`src/rtl/ex_operand_stage_pkg.sv`:
```
// Shared definitions for the EX operand stage.
// Holds the ALU op encodings, the operand-source select encodings, the
// layout of the registered E-stage state and a small helper function.
package ex_operand_stage_pkg;

    localparam int XLEN = 32;
    localparam int REGW = 5;

    typedef enum logic [3:0] {
        ALU_ADD   = 4'd0,
        ALU_SUB   = 4'd1,
        ALU_SLL   = 4'd2,
        ALU_SLT   = 4'd3,
        ALU_SLTU  = 4'd4,
        ALU_XOR   = 4'd5,
        ALU_SRL   = 4'd6,
        ALU_SRA   = 4'd7,
        ALU_OR    = 4'd8,
        ALU_AND   = 4'd9,
        ALU_COPY2 = 4'd10
    } aluOpT;

    typedef enum logic [1:0] {
        SRC1_REG  = 2'b00,
        SRC1_PC   = 2'b01,
        SRC1_ZERO = 2'b10
    } aluSrc1T;

    typedef enum logic [1:0] {
        SRC2_REG   = 2'b00,
        SRC2_SHAMT = 2'b01,
        SRC2_IMM   = 2'b10
    } aluSrc2T;

    // Everything latched from ID into EX; an all-zero value is a NOP.
    typedef struct packed {
        logic [XLEN-1:0] pc;
        logic [XLEN-1:0] regOut1;
        logic [XLEN-1:0] regOut2;
        logic [XLEN-1:0] imm;
        logic [REGW-1:0] rs1;
        logic [REGW-1:0] rs2;
        logic [REGW-1:0] rd;
        logic [3:0]      aluContrl;
        logic [1:0]      aluSrc1;
        logic [1:0]      aluSrc2;
        logic            regWrite;
    } eStateT;

    // Shift amounts ride in the rs2 index field and are zero-extended.
    function automatic logic [XLEN-1:0] shamtExt(input logic [REGW-1:0] idx);
        return {{(XLEN-REGW){1'b0}}, idx};
    endfunction

endpackage

```
`src/rtl/ex_operand_stage_fwd_mux.sv`:
```
// Forwarding selector for one source register of the EX stage.
// Compile-time option: EX_FORWARD_EN. When defined, the MEM result wins
// over the WB result, and register x0 never takes forwarded data. When not
// defined, the registered read value passes straight through and the hazard
// unit stalls instead.
module fwd_mux
    import ex_operand_stage_pkg::*;
(
    input  logic [REGW-1:0] i_rs,
    input  logic [XLEN-1:0] i_regVal,
    input  logic [XLEN-1:0] i_aluOutM,
    input  logic [REGW-1:0] i_rdM,
    input  logic            i_regWriteM,
    input  logic [XLEN-1:0] i_regWriteDataW,
    input  logic [REGW-1:0] i_rdW,
    input  logic            i_regWriteW,
    output logic [XLEN-1:0] o_fwd
);

`ifdef EX_FORWARD_EN
    logic w_hitM;
    logic w_hitW;

    assign w_hitM = i_regWriteM && (i_rdM != '0) && (i_rdM == i_rs);
    assign w_hitW = i_regWriteW && (i_rdW != '0) && (i_rdW == i_rs);

    // Pick the youngest in-flight producer of this register, else the file read.
    always_comb begin
        o_fwd = i_regVal;
        if (w_hitM) begin
            o_fwd = i_aluOutM;
        end else if (w_hitW) begin
            o_fwd = i_regWriteDataW;
        end
    end
`else
    logic w_unused;

    assign w_unused = ^{i_rs, i_aluOutM, i_rdM, i_regWriteM,
                        i_regWriteDataW, i_rdW, i_regWriteW};
    assign o_fwd    = i_regVal;
`endif

endmodule

```
`src/rtl/ex_operand_stage.sv`:
```
// EX operand stage: ID/EX pipeline register plus operand selection.
// Compile-time option: EX_FORWARD_EN enables MEM/WB forwarding inside
// the two fwd_mux instances; without it the M/W ports are ignored.
module ex_operand_stage
    import ex_operand_stage_pkg::*;
(
    input  logic            clk,
    input  logic            rst,
    input  logic            bubbleE,
    input  logic            flushE,
    input  logic [XLEN-1:0] PCD,
    input  logic [XLEN-1:0] RegOut1D,
    input  logic [XLEN-1:0] RegOut2D,
    input  logic [XLEN-1:0] ImmD,
    input  logic [REGW-1:0] Rs1D,
    input  logic [REGW-1:0] Rs2D,
    input  logic [REGW-1:0] RdD,
    input  logic [3:0]      AluContrlD,
    input  logic [1:0]      AluSrc1D,
    input  logic [1:0]      AluSrc2D,
    input  logic            RegWriteD,
    input  logic [XLEN-1:0] AluOutM,
    input  logic [REGW-1:0] RdM,
    input  logic            RegWriteM,
    input  logic [XLEN-1:0] RegWriteDataW,
    input  logic [REGW-1:0] RdW,
    input  logic            RegWriteW,
    output logic [XLEN-1:0] Operand1,
    output logic [XLEN-1:0] Operand2,
    output logic [3:0]      AluContrlE,
    output logic [XLEN-1:0] StoreDataE,
    output logic [XLEN-1:0] PCE,
    output logic [REGW-1:0] RdE,
    output logic [REGW-1:0] Rs1E,
    output logic [REGW-1:0] Rs2E,
    output logic            RegWriteE
);

    eStateT          r_e;
    logic [XLEN-1:0] w_fwd1;
    logic [XLEN-1:0] w_fwd2;

    // Pipeline register: reset beats hold, hold beats flush, flush loads a NOP.
    always_ff @(posedge clk) begin
        if (rst) begin
            r_e <= '0;
        end else if (!bubbleE) begin
            if (flushE) begin
                r_e <= '0;
            end else begin
                r_e <= '{pc: PCD, regOut1: RegOut1D, regOut2: RegOut2D,
                         imm: ImmD, rs1: Rs1D, rs2: Rs2D, rd: RdD,
                         aluContrl: AluContrlD, aluSrc1: AluSrc1D,
                         aluSrc2: AluSrc2D, regWrite: RegWriteD};
            end
        end
    end

    fwd_mux u_fwd1 (
        .i_rs            (r_e.rs1),
        .i_regVal        (r_e.regOut1),
        .i_aluOutM       (AluOutM),
        .i_rdM           (RdM),
        .i_regWriteM     (RegWriteM),
        .i_regWriteDataW (RegWriteDataW),
        .i_rdW           (RdW),
        .i_regWriteW     (RegWriteW),
        .o_fwd           (w_fwd1)
    );

    fwd_mux u_fwd2 (
        .i_rs            (r_e.rs2),
        .i_regVal        (r_e.regOut2),
        .i_aluOutM       (AluOutM),
        .i_rdM           (RdM),
        .i_regWriteM     (RegWriteM),
        .i_regWriteDataW (RegWriteDataW),
        .i_rdW           (RdW),
        .i_regWriteW     (RegWriteW),
        .o_fwd           (w_fwd2)
    );

    // First ALU operand: register, PC (AUIPC) or zero (LUI / reserved).
    always_comb begin
        Operand1 = '0;
        case (r_e.aluSrc1)
            SRC1_REG:  Operand1 = w_fwd1;
            SRC1_PC:   Operand1 = r_e.pc;
            default:   Operand1 = '0;
        endcase
    end

    // Second ALU operand: register, shift amount, immediate or zero (reserved).
    always_comb begin
        Operand2 = '0;
        case (r_e.aluSrc2)
            SRC2_REG:   Operand2 = w_fwd2;
            SRC2_SHAMT: Operand2 = shamtExt(r_e.rs2);
            SRC2_IMM:   Operand2 = r_e.imm;
            default:    Operand2 = '0;
        endcase
    end

    assign StoreDataE = w_fwd2;
    assign AluContrlE = r_e.aluContrl;
    assign PCE        = r_e.pc;
    assign RdE        = r_e.rd;
    assign Rs1E       = r_e.rs1;
    assign Rs2E       = r_e.rs2;
    assign RegWriteE  = r_e.regWrite;

endmodule

```
`config.mk`:
```
export PLATFORM = sky130hd
export DESIGN_NAME = ex_operand_stage
export DESIGN_NICKNAME = d
export VERILOG_FILES = /design/src/rtl/ex_operand_stage_pkg.sv /design/src/rtl/ex_operand_stage_fwd_mux.sv /design/src/rtl/ex_operand_stage.sv
export SDC_FILE = /design/constraint.sdc
export NUM_CORES = 1
export LEC_CHECK = 0
export CAP_MARGIN = 30
export CORE_UTILIZATION = 35
export CTS_BUF_LIST = sky130_fd_sc_hd__clkbuf_8
export DETAILED_ROUTE_END_ITERATION = 6
export PLACE_DENSITY_LB_ADDON = 0.3
export SLEW_MARGIN = 20
export SYNTH_ARGS = -nofsm -noshare
export SYNTH_HDL_FRONTEND = slang
export SYNTH_SLANG_ARGS = --single-unit
```
`constraint.sdc`:
```
create_clock -name clk -period 1.2 [get_ports clk]
set_input_delay 0.24 -clock clk [delete_from_list [all_inputs] [get_ports clk]]
set_output_delay 0.24 -clock clk [all_outputs]
set_load 0.02 [all_outputs]
```
Word level (Yosys, flattened, before mapping):

Index checks and enable logic that the tools add are counted.

* muxes and demuxes: 3
* reduce and logical (&&, ||, !) cells: 2
* eq/ne operators: 3

Operators by type and width (number)
* $mux 152: 1
* $pmux 32 s3: 1
* $pmux 32 s2: 1
* $eq 2x1->1 const B: 2
* $logic_not 2->1: 2
* $eq 2x2->1 const B: 1

* bits in registers: 152
* word-level logic and storage cells: 19
* output and inout port bits: 148
* input bits: 232

Depth between registers and ports, before layout:

* depth after elaboration: 2
* gate-level depth with buffers: 5
* gate-level depth less buffers: 2

Hierarchy:

From an unflattened synthesis, not the netlist that was laid out.

* cell total of the unflattened synthesis: 934
* area total of the unflattened synthesis: 7888.8 um^2

Modules (own cells, without submodules)
* ex_operand_stage: area an instance 7408.4 um^2, sequential area each 3042.9 um^2, cells each 870, instances 1
* fwd_mux: area an instance 240.2 um^2, sequential area each 0.0 um^2, cells each 32, instances 2

Least setup slack after synthesis:

Ideal clock, no wire load.

* path kind: reg2out
* from: reg r_e[1] in the netlist's numbering
* to: out Operand2[11]
* required time: 0.960 ns
* arrival: 1.118 ns
* cell stages (with the launch flop): 5
* path buffers: 3
* path slack: -0.158 ns
* cell sequence: dfxtp_1 buf_2 buf_2 buf_1 nor2_1

* cells in the longest elaborated chain, start to end: 2
* elaborated cells between the ends (all ways): 4
* classes of those cells: eq/ne (2); mux (1); reduce/logical (1)

Ends and longest elaborated chain
* from (decl): line ex_operand_stage.sv:39 `eStateT r_e;`
* from (signal assigned): line ex_operand_stage.sv:51 `r_e <= '{pc: PCD, regOut1: RegOut1D, regOut2: RegOut2D,`
* $eq 2x2->1, or another cell as far along: line ex_operand_stage.sv:96 `case (r_e.aluSrc2)`
* $pmux 32 s3 (*): line ex_operand_stage.sv:96
* to (decl): line ex_operand_stage.sv:29 `output logic [XLEN-1:0] Operand2,`

Every way passes the cells marked *; elsewhere a longest branch is shown, timed or not.

Worst setup path after layout:

* from: reg r_e[2] in the netlist's numbering
* to: out Operand2[18]

Same word-level chain as after synthesis.

==> results.toml <==
[status]
run_status = "complete, but fails checks"
violations = "setup timing"

[final_layout]
synthToLayoutAreaGrowth_pct = 76.1
diodes = 0
drive_gt1_share_pct = 44.7
layout.cells.non_filler = 1531
fin_nets = 1475

[sta]
period_minus_slack_ps = 1820
rsz0062_at_grt = "yes"
clock_skew_ps = 0
worst_pin_slew_ps = 317
fin_ws_ps = -619
max_freq_ghz = 0.550
slew_headroom_pct = 78.9
finalHoldViolCount = 0
setup_viol = 130
drv_slew = 0
finalCritPeriodShare_pct = 152

[floorplanning]
die_height_um = 150
core_sq_um = 21200
num_io_pins = 380
rows = 53
start_util_pct = 36.0
die_w_um = 150
die_area_sq_um = 22400

[worst_setup_path]
worstSetupStartpointType = "flip-flop"
cp.required_ps = 960
path_cells = "buf_12 > buf_12 > mux2i_4 > nor2_4 > buf_6"
crit_top_cell = "buf_12"
cp.arrival_ps = 1580
cp_slowest_stage_delay_ps = 400
cp_slowest_cell = "dfxtp_4"
cp_top_family = "buffers and inverters"
critPathCaptureType = "primary output"
critical_path_class = "flip-flop to primary output"
critPathMaxFanout = 6
crit_buf_inv = 3

[yosys]
synthDistinctLibCells = 15
synthTopCellsByArea = "dfxtp_1 40%, or3b_1 17%, a21oi_1 9.9%"
ys_ff_latch = 152
syn_inst = 902
syn_area_per_cell_sq_um = 8.48
synth_area_sq_um = 7650
syn-num-nets = 1134
netlist.area_leader.share_pct = 39.8
synth-seq-area-share_pct = 39.8
yosysWarnings = 0
yosys.area.top_type = "dfxtp_1"

[global_routing]
grt_first_pass_wirelength_um = 37700
grt_max_degree = 66
antenna_found_initial = 0
overflow = 0
grt.total_usage_pct = 21.7
grt_pass1_vias = 7223

[drt]
route.detailed.drc = 0
wl_per_cell_um = 16.4
drt_wl_total_um = 25100
via_per_inst = 4.80
drt_first_pass_iters = 4
drtIter0Drc = 250
antenna_left = 0
via_count = 7350

[clock_tree]
clockBufferDepth = 2
htreeDepth = 4
numCtsBuffers = 17
cts_tree = "done"
clk_latency_ps = 450
cts_root_buf = "clkbuf_8"
cts.sink_count = 152
clkTransAtPathRegs_ps = 90

[pwr]
p_leak_nw = 5.19
power_density_nw_per_um2 = 905
ir_drop_uv = 777

[placement]
dp.cells = 1438
gp_congestion = 0.803
portBuffers = 303
hpwlAfterDp_um = 16400
pre_cts_slack_ps = -530

[run]
max_cap_violations = 0

[min_path]
hp-class = "input port to flip-flop"
==> layer usage <==
metal	track usage, %	vias to the layer above	wire (um)
met5	0	-	0
met3	5.43	41	1330
met1	25.8	3421	10400
li1	-	3689	-
met4	7.98	0	674
met2	37.5	199	12700
==> stage by stage <==
| step | hold slack [ps] | util, % | area [sq um] | total power (W) | TNS (ps) |
|---|---|---|---|---|---|
| after global placement | 445 | 53.8 | 11400 | 0.00784 | -39960 |
| after CTS | 62.8 | 61.1 | 13000 | 0.0122 | -42550 |
| after global routing | 73.6 | 63.5 | 13500 | 0.0127 | -47470 |
| after floorplan | 439 | - | 7970 | 0.00668 | -2840 |
| final | 96.0 | 63.5 | 13500 | 0.0122 | -38690 |
| after detailed placement | 450 | 53.8 | 11400 | 0.00786 | -42670 |
==> final cells by class <==
class	instances	area, sq um
Fill cell	1748	7750
Timing Repair Buffer	487	5290
Clock buffer	18	248
Sequential cell	152	3170
Clock inverter	14	148
Tap cell	275	344
Multi-Input combinational cell	585	4270
==> final timing paths <==
| kind | from | endpoint | slack, ps | cells past startpoint |
|---|---|---|---|---|
| max | r_e[2] | Operand2[18] | -620 | 5 |
| min | rst | Rs1E[3] | 100 | 2 |
| max reg2reg | r_e[82] | r_e[82] | 240 | 5 |
| min reg2reg | RdE[4] | RdE[4] | 470 | 2 |
==> cells in the mapped netlist <==
| library cell | instances |
|---|---|
| a21oi_1 | 152 |
| buf_1 | 2 |
| buf_2 | 34 |
| buf_4 | 84 |
| buf_6 | 6 |
| clkbuf_1 | 32 |
| clkbuf_2 | 7 |
| dfxtp_1 | 152 |
| mux2i_1 | 64 |
| nand2_1 | 152 |
| nor2_1 | 59 |
| nor2b_1 | 1 |
| o2bb2ai_1 | 5 |
| or3b_1 | 150 |
| or3b_2 | 2 |
==> registers in the layout, summed over array words and instances (netlist names) <==
register / count
RegWriteE: 1
RdE: 5
r_e: 100
Rs2E: 5
PCE: 32
AluContrlE: 4
Rs1E: 5
==> power by group <==
part / internal (W) / total, W / switching [W]
logic: 0.00164 / 0.00279 / 0.00115
clock network: 0.00191 / 0.00396 / 0.00205
registers: 0.00525 / 0.00543 / 0.000182
total: 0.00881 / 0.0122 / 0.00338
==> cells in the final DEF, fill, tap and decap left out, types with 3 or more instances in the layout <==
| cell | n |
|---|---|
| buf_8 | 6 |
| nor2_1 | 4 |
| mux2i_1 | 19 |
| mux2i_2 | 16 |
| mux2i_4 | 29 |
| a21oi_1 | 152 |
| dfxtp_4 | 6 |
| nor2_4 | 21 |
| clkbuf_8 | 19 |
| clkdlybuf4s50_1 | 152 |
| or3b_1 | 150 |
| buf_6 | 209 |
| buf_4 | 84 |
| clkdlybuf4s15_2 | 6 |
| buf_16 | 3 |
| o2bb2ai_2 | 5 |
| clkinvlp_4 | 6 |
| dfxtp_2 | 82 |
| dfxtp_1 | 64 |
| inv_6 | 4 |
| nor2_2 | 34 |
| buf_12 | 25 |
| nand2_1 | 152 |
==> timing repair <==
action	CTS	global route
endpoints found under the setup margin	148	148
setup buffers	31	31
resized for setup	1041	88
hold buffers	0	0
pin swaps	3	3
gates cloned	5	1
==> kinds of logic after synthesis <==
| group | Yosys count | synth area share [%] |
|---|---|---|
| AND/OR/NAND/NOR | 364 | 27.8 |
| AO/OA/AOI/OAI | 157 | 10.5 |
| buffers and inverters | 165 | 13.5 |
| multiplexers | 64 | 8.38 |
| flip-flops | 152 | 39.8 |
Power figures use the tool's default switching activity.
==> edit 1, RTL diff (same settings) <==
Set the package constant `REGW` to 10 (it was 5).
--- a/src/rtl/ex_operand_stage_pkg.sv
+++ b/src/rtl/ex_operand_stage_pkg.sv
@@ -4,7 +4,7 @@
 package ex_operand_stage_pkg;
 
     localparam int XLEN = 32;
-    localparam int REGW = 5;
+    localparam int REGW = 10;
 
     typedef enum logic [3:0] {
         ALU_ADD   = 4'd0,
Ports: changed (8 resized); port bits go from 380 to 420. The function was not compared with the original's and may differ.
==> edit 1 against the original RTL <==
The run still ends with negative setup slack left; sequential cell count grew 15; worst setup slack worse by 0.019 ns; non-clock buffer count grew 7; critical path depth is the same; synthesized cell count up 9.3%; global-route usage is 0.23 points higher; register-to-register slack better by 0.03 ns; routed wire length is 10% higher; cell area up 6.6%; power rose by 6.6%; synthesized area increased by 9.7%; count of clock-buffer cells in the layout decreased by 1; critical path type unchanged; highest routed layer unchanged.
==> edit 1: results (changes against the original RTL) <==
outcome:
  status: "complete, but fails checks"
  violations: "negative setup slack"
sta:
  tightest_slew_ns: 0.257  # -0.0606 ns
  finClkSkew_ns: 0  # unchanged
  setup_viol_count_final: 130  # unchanged
  fin_ws_ns: -0.638  # -0.0193 ns
placed_design:
  gp_congestion: 0.811  # +0.93%
  place_ws_ns: -0.596  # -0.0654 ns
  dpl.hpwl_mm: 18.0  # +9.8%
  io_buffer_count: 333  # +9.9%
  place_area_um2: 12400  # +8.9%
worst_setup_path:
  critical_path.top_delay_family: "flip-flops"
  critPathArrivalTime_ns: 1.60  # +0.02 ns
  cp_slowest_stage_delay_ns: 0.45  # +0.05 ns
  path_max_fanout: 7  # +1
clocking:
  h-tree-depth: 4  # unchanged
  clk_pin_slew_ns: 0.11  # +0.02 ns
  ctsResizeCount: 1193  # +15%
  post_cts_buffers: 21  # -32%
  clk_latency_ns: 0.44
drt:
  drt_iter0_markers: 392  # +57%
  routed-via-count: 7868  # +7.0%
  wl_mm: 27.7  # +10%
power:
  p_leak_nw: 5.45  # +5.1%
  max-vdd-ir-drop_mv: 0.660  # -15%
logic_synthesis:
  synth.area.top_cells: "dfxtp_1 40%, or3b_1 16%, a21oi_1 10%"
  yosysSeqAreaShare_pct: 39.8  # +0.043 points
  synth_warnings: 0  # unchanged
  synth.distinct_cells: 14  # -1
  synth_commonest_cells: "167 x a21oi_1, 167 x dfxtp_1, 167 x nand2_1"
  synth_xor_xnor_area_share_pct: 0  # unchanged
  syn-num-nets: 1243  # +9.6%
  synth_compound_area_share_pct: 11.0  # +0.48 points
  muxShareOfSynthArea_pct: 7.63  # -0.74 points
finish:
  final_layout_size_suffix_gt1_share_pct: 44.0  # -0.64 points
  nNetsFinal: 1567  # +6.2%
global_route:
  grt.total_usage_pct: 21.9  # +0.23 points
  first_global_vias: 7693  # +6.5%
  grt_max_degree: 69  # +4.5%
  grt_pass1_wl_mm: 41.6  # +10%
## edit 1: metrics by stage
step / TNS [ns] / hold WS [ns] / power, mW / cells / util [%]
final: -40.05 / 0.121 / 13.0 / 1641 / 61.2
after global routing: -49.48 / 0.109 / 13.6 / 1641 / 61.2
after CTS: -46.22 / 0.0955 / 13.1 / 1625 / 59.9
after detailed placement: -49.17 / 0.453 / 8.61 / 1570 / 53.0
after global placement: -46.00 / 0.447 / 8.59 / 1570 / 53.0
after floorplan: -1.73 / 0.439 / 7.37 / 986 / -
## edit 1: path summary, 6_finish.rpt
kind                   to  slack (ns)  cells past startpoint      from
max reg2reg        r_e[2]        0.27                      3    r_e[2]
max          Operand2[18]       -0.64                      5    r_e[2]
min               Rs2E[4]        0.12                      2       rst
min reg2reg      r_e[114]        0.47                      2  r_e[114]
## edit 1: final cells by class
class / count / area, um^2
multi-input cells: 630 / 4690
repair buffers: 494 / 5390
clock buffers: 17 / 234
clock inverters: 14 / 144
well taps: 319 / 399
flip-flops and latches: 167 / 3500
fillers: 1939 / 9120
## edit 1: layer usage
metal	part of all wire (%)	vias up	track usage, %
li1	-	3904	-
met1	40	3682	25.2
met2	50	260	37.7
met3	8.9	22	8.09
met4	1.5	0	6.40
met5	0	-	0
## edit 1: power breakdown
| group | internal, mW | switching (mW) |
|---|---|---|
| sequential | 5.76 | 0.213 |
| combinational | 1.72 | 1.24 |
| clock | 1.71 | 2.35 |
## edit 1: cells by family after synthesis
family / after synthesis
buffers and inverters: 189
flip-flops: 167
multiplexers: 64
AND/OR/NAND/NOR: 389
AO/OA/AOI/OAI: 177
==> edit 2, RTL diff (same flow settings) <==
Made on the original files. Put a register stage on the output `PCE`, without a reset. The value now appears one clock later. The other outputs are not delayed to match.
--- a/src/rtl/ex_operand_stage.sv
+++ b/src/rtl/ex_operand_stage.sv
@@ -103,7 +103,9 @@
 
     assign StoreDataE = w_fwd2;
     assign AluContrlE = r_e.aluContrl;
-    assign PCE        = r_e.pc;
+    always_ff @(posedge clk) begin
+        PCE <= r_e.pc;
+    end
     assign RdE        = r_e.rd;
     assign Rs1E       = r_e.rs1;
     assign Rs2E       = r_e.rs2;
Formal check against the unedited RTL: not equivalent (a bounded check fails within 4 cycles, from zero or initial values and one cycle with rst high).
==> edit 2 against the original RTL <==
The flow still finishes with violations (negative setup slack); routed wire length up 0.11%; core utilization down 3.3 points; clock skew up 0.011 ns; synthesized area up 5.2%; worst setup slack worse by 0.037 ns; sequential share of layout area up 4.5 points; sequential cell count up 32; power up 9.4%; register-to-register slack worse by 0.11 ns; worst hold slack better by 0.021 ns; final cell count up 0.20%; cell area up 0.92%; via count up 0.87%; critical endpoint unchanged; largest power group unchanged.
==> edit 2: results (changes against the original RTL) <==
worst_setup_path:
  path_max_fanout: 7  # +1
  worstReg2RegStart: "r_e[2]"
  r2r-end: "r_e[2]"
  rrSetupSlack_ns: 0.13  # -0.11 ns
  cp_slowest_stage_delay_ns: 0.46  # +0.06 ns
drt:
  drt_iter0_markers: 322  # +29%
  first_pass_iters: 5  # +1
  wl_mm: 25.2  # +0.11%
  via_per_inst: 4.83  # +0.67%
logic_synthesis:
  muxShareOfSynthArea_pct: 7.96  # -0.42 points
  synth_compound_area_share_pct: 10.0  # -0.52 points
  synth_commonest_cells: "184 x dfxtp_1, 152 x a21oi_1, 152 x nand2_1"
  yosysSeqAreaShare_pct: 45.8  # +6.0 points
  synth.area.top_cells: "dfxtp_1 46%, or3b_1 16%, a21oi_1 9.5%"
global_route:
  grt_pass1_wl_mm: 38.3  # +1.4%
  grt.total_usage_pct: 20.4  # -1.3 points
  antenna_found_initial: 1  # +1
  first_global_vias: 7042  # -2.5%
  grt_max_degree: 47  # -29%
sta:
  finalSetupTns_ns: -38.30  # +0.394 ns
  slew_headroom_pct: 80.1  # +1.3 points
  setup_viol_count_final: 99  # -24%
  slew_violations: 0  # unchanged
  fin_worst_hold_slack_ns: 0.117  # +0.0211 ns
  fin_ws_ns: -0.655  # -0.0366 ns
clocking:
  cts_buffer_depth: 2  # unchanged
power:
  max-vdd-ir-drop_mv: 0.643  # -17%
  p_leak_nw: 5.20  # +0.28%
placed_design:
  place_ws_ns: -0.533  # -0.00258 ns
  gp_congestion: 0.807  # +0.45%
  dpl.hpwl_mm: 16.6  # +1.1%
finish:
  nNetsFinal: 1469  # -0.41%
  final_layout_size_suffix_gt1_share_pct: 40.8  # -3.8 points
  nFillCells: 1926  # +10%
worst_hold_path:
  whs_endpoint: "AluContrlE[2]"
  whs_path_depth: 2  # unchanged
outcome:
  violations: "negative setup slack"
  status: "complete, but fails checks"
-- edit 2: changes by cell type after synthesis, sizes merged --
cell | before | now
dfxtp | 152 | 184
buf | 126 | 94
-- edit 2: worst max-delay path by stage --
stage / end / startpoint / cells past startpoint / slack, ns
floorplan: Operand1[0] / r_e[3] / 4 / -0.06
global placement: Operand1[17] / r_e[3] / 4 / -0.53
detailed placement: Operand2[4] / r_e[1] / 4 / -0.53
CTS: Operand2[9] / r_e[2] / 4 / -0.79
global route: Operand2[10] / r_e[2] / 5 / -0.73
finish: Operand2[18] / r_e[2] / 5 / -0.66
-- edit 2: layout make-up --
cell class	instances	area (um^2)	share of cell area, %
timing repair buffer	449	4780	35.2
multi-input combinational	585	4280	31.5
sequential	184	3810	28.0
tap	285	357	2.62
clock buffer	18	248	1.82
clock inverter	13	128	0.939
-- edit 2: worst reg2reg max path: stages (launching register included) --
cell,delay [ns]
dfxtp_4,0.46
clkbuf_16,0.19
buf_12,0.11
buf_4,0.09
nand2_1,0.04
a21oi_1,0.11
-- edit 2: kinds of logic (layout without fill, tap and decap cells) --
logic type	Yosys count	in the layout
compound gates	157	157
buf+inv	133	480
flops	184	184
mux	64	64
simple gates	364	364
-- edit 2: metrics by stage --
step | cells | instance area, um^2 | util, %
2_1_floorplan | 902 | 8370 | -
3_3_place_gp | 1474 | 12000 | 53.3
5_1_grt | 1534 | 13600 | 60.2
6_report | 1534 | 13600 | 60.2
4_1_cts | 1515 | 12800 | 56.6
3_5_place_dp | 1474 | 12000 | 53.3
-- edit 2: report_power, final --
part	switching [mW]	internal [mW]
clock network	2.55	1.58
registers	0.201	6.34
logic	1.12	1.55
total	3.87	9.47
-- edit 2: what timing repair did --
action,4_1_cts,5_1_grt
setup buffers,8,23
hold endpoints to repair,0,0
gates cloned,2,3
resized for setup,811,247
endpoints found under the setup margin,148,141
pin swaps,0,9
-- edit 2: metal layers --
layer	track usage, %	vias to the layer above	share of wire [%]
li1	-	3687	-
met3	5.47	38	6.3
met2	32.9	245	47
met1	26.6	3442	44
met5	0	-	0.048
met4	5.81	2	2.0
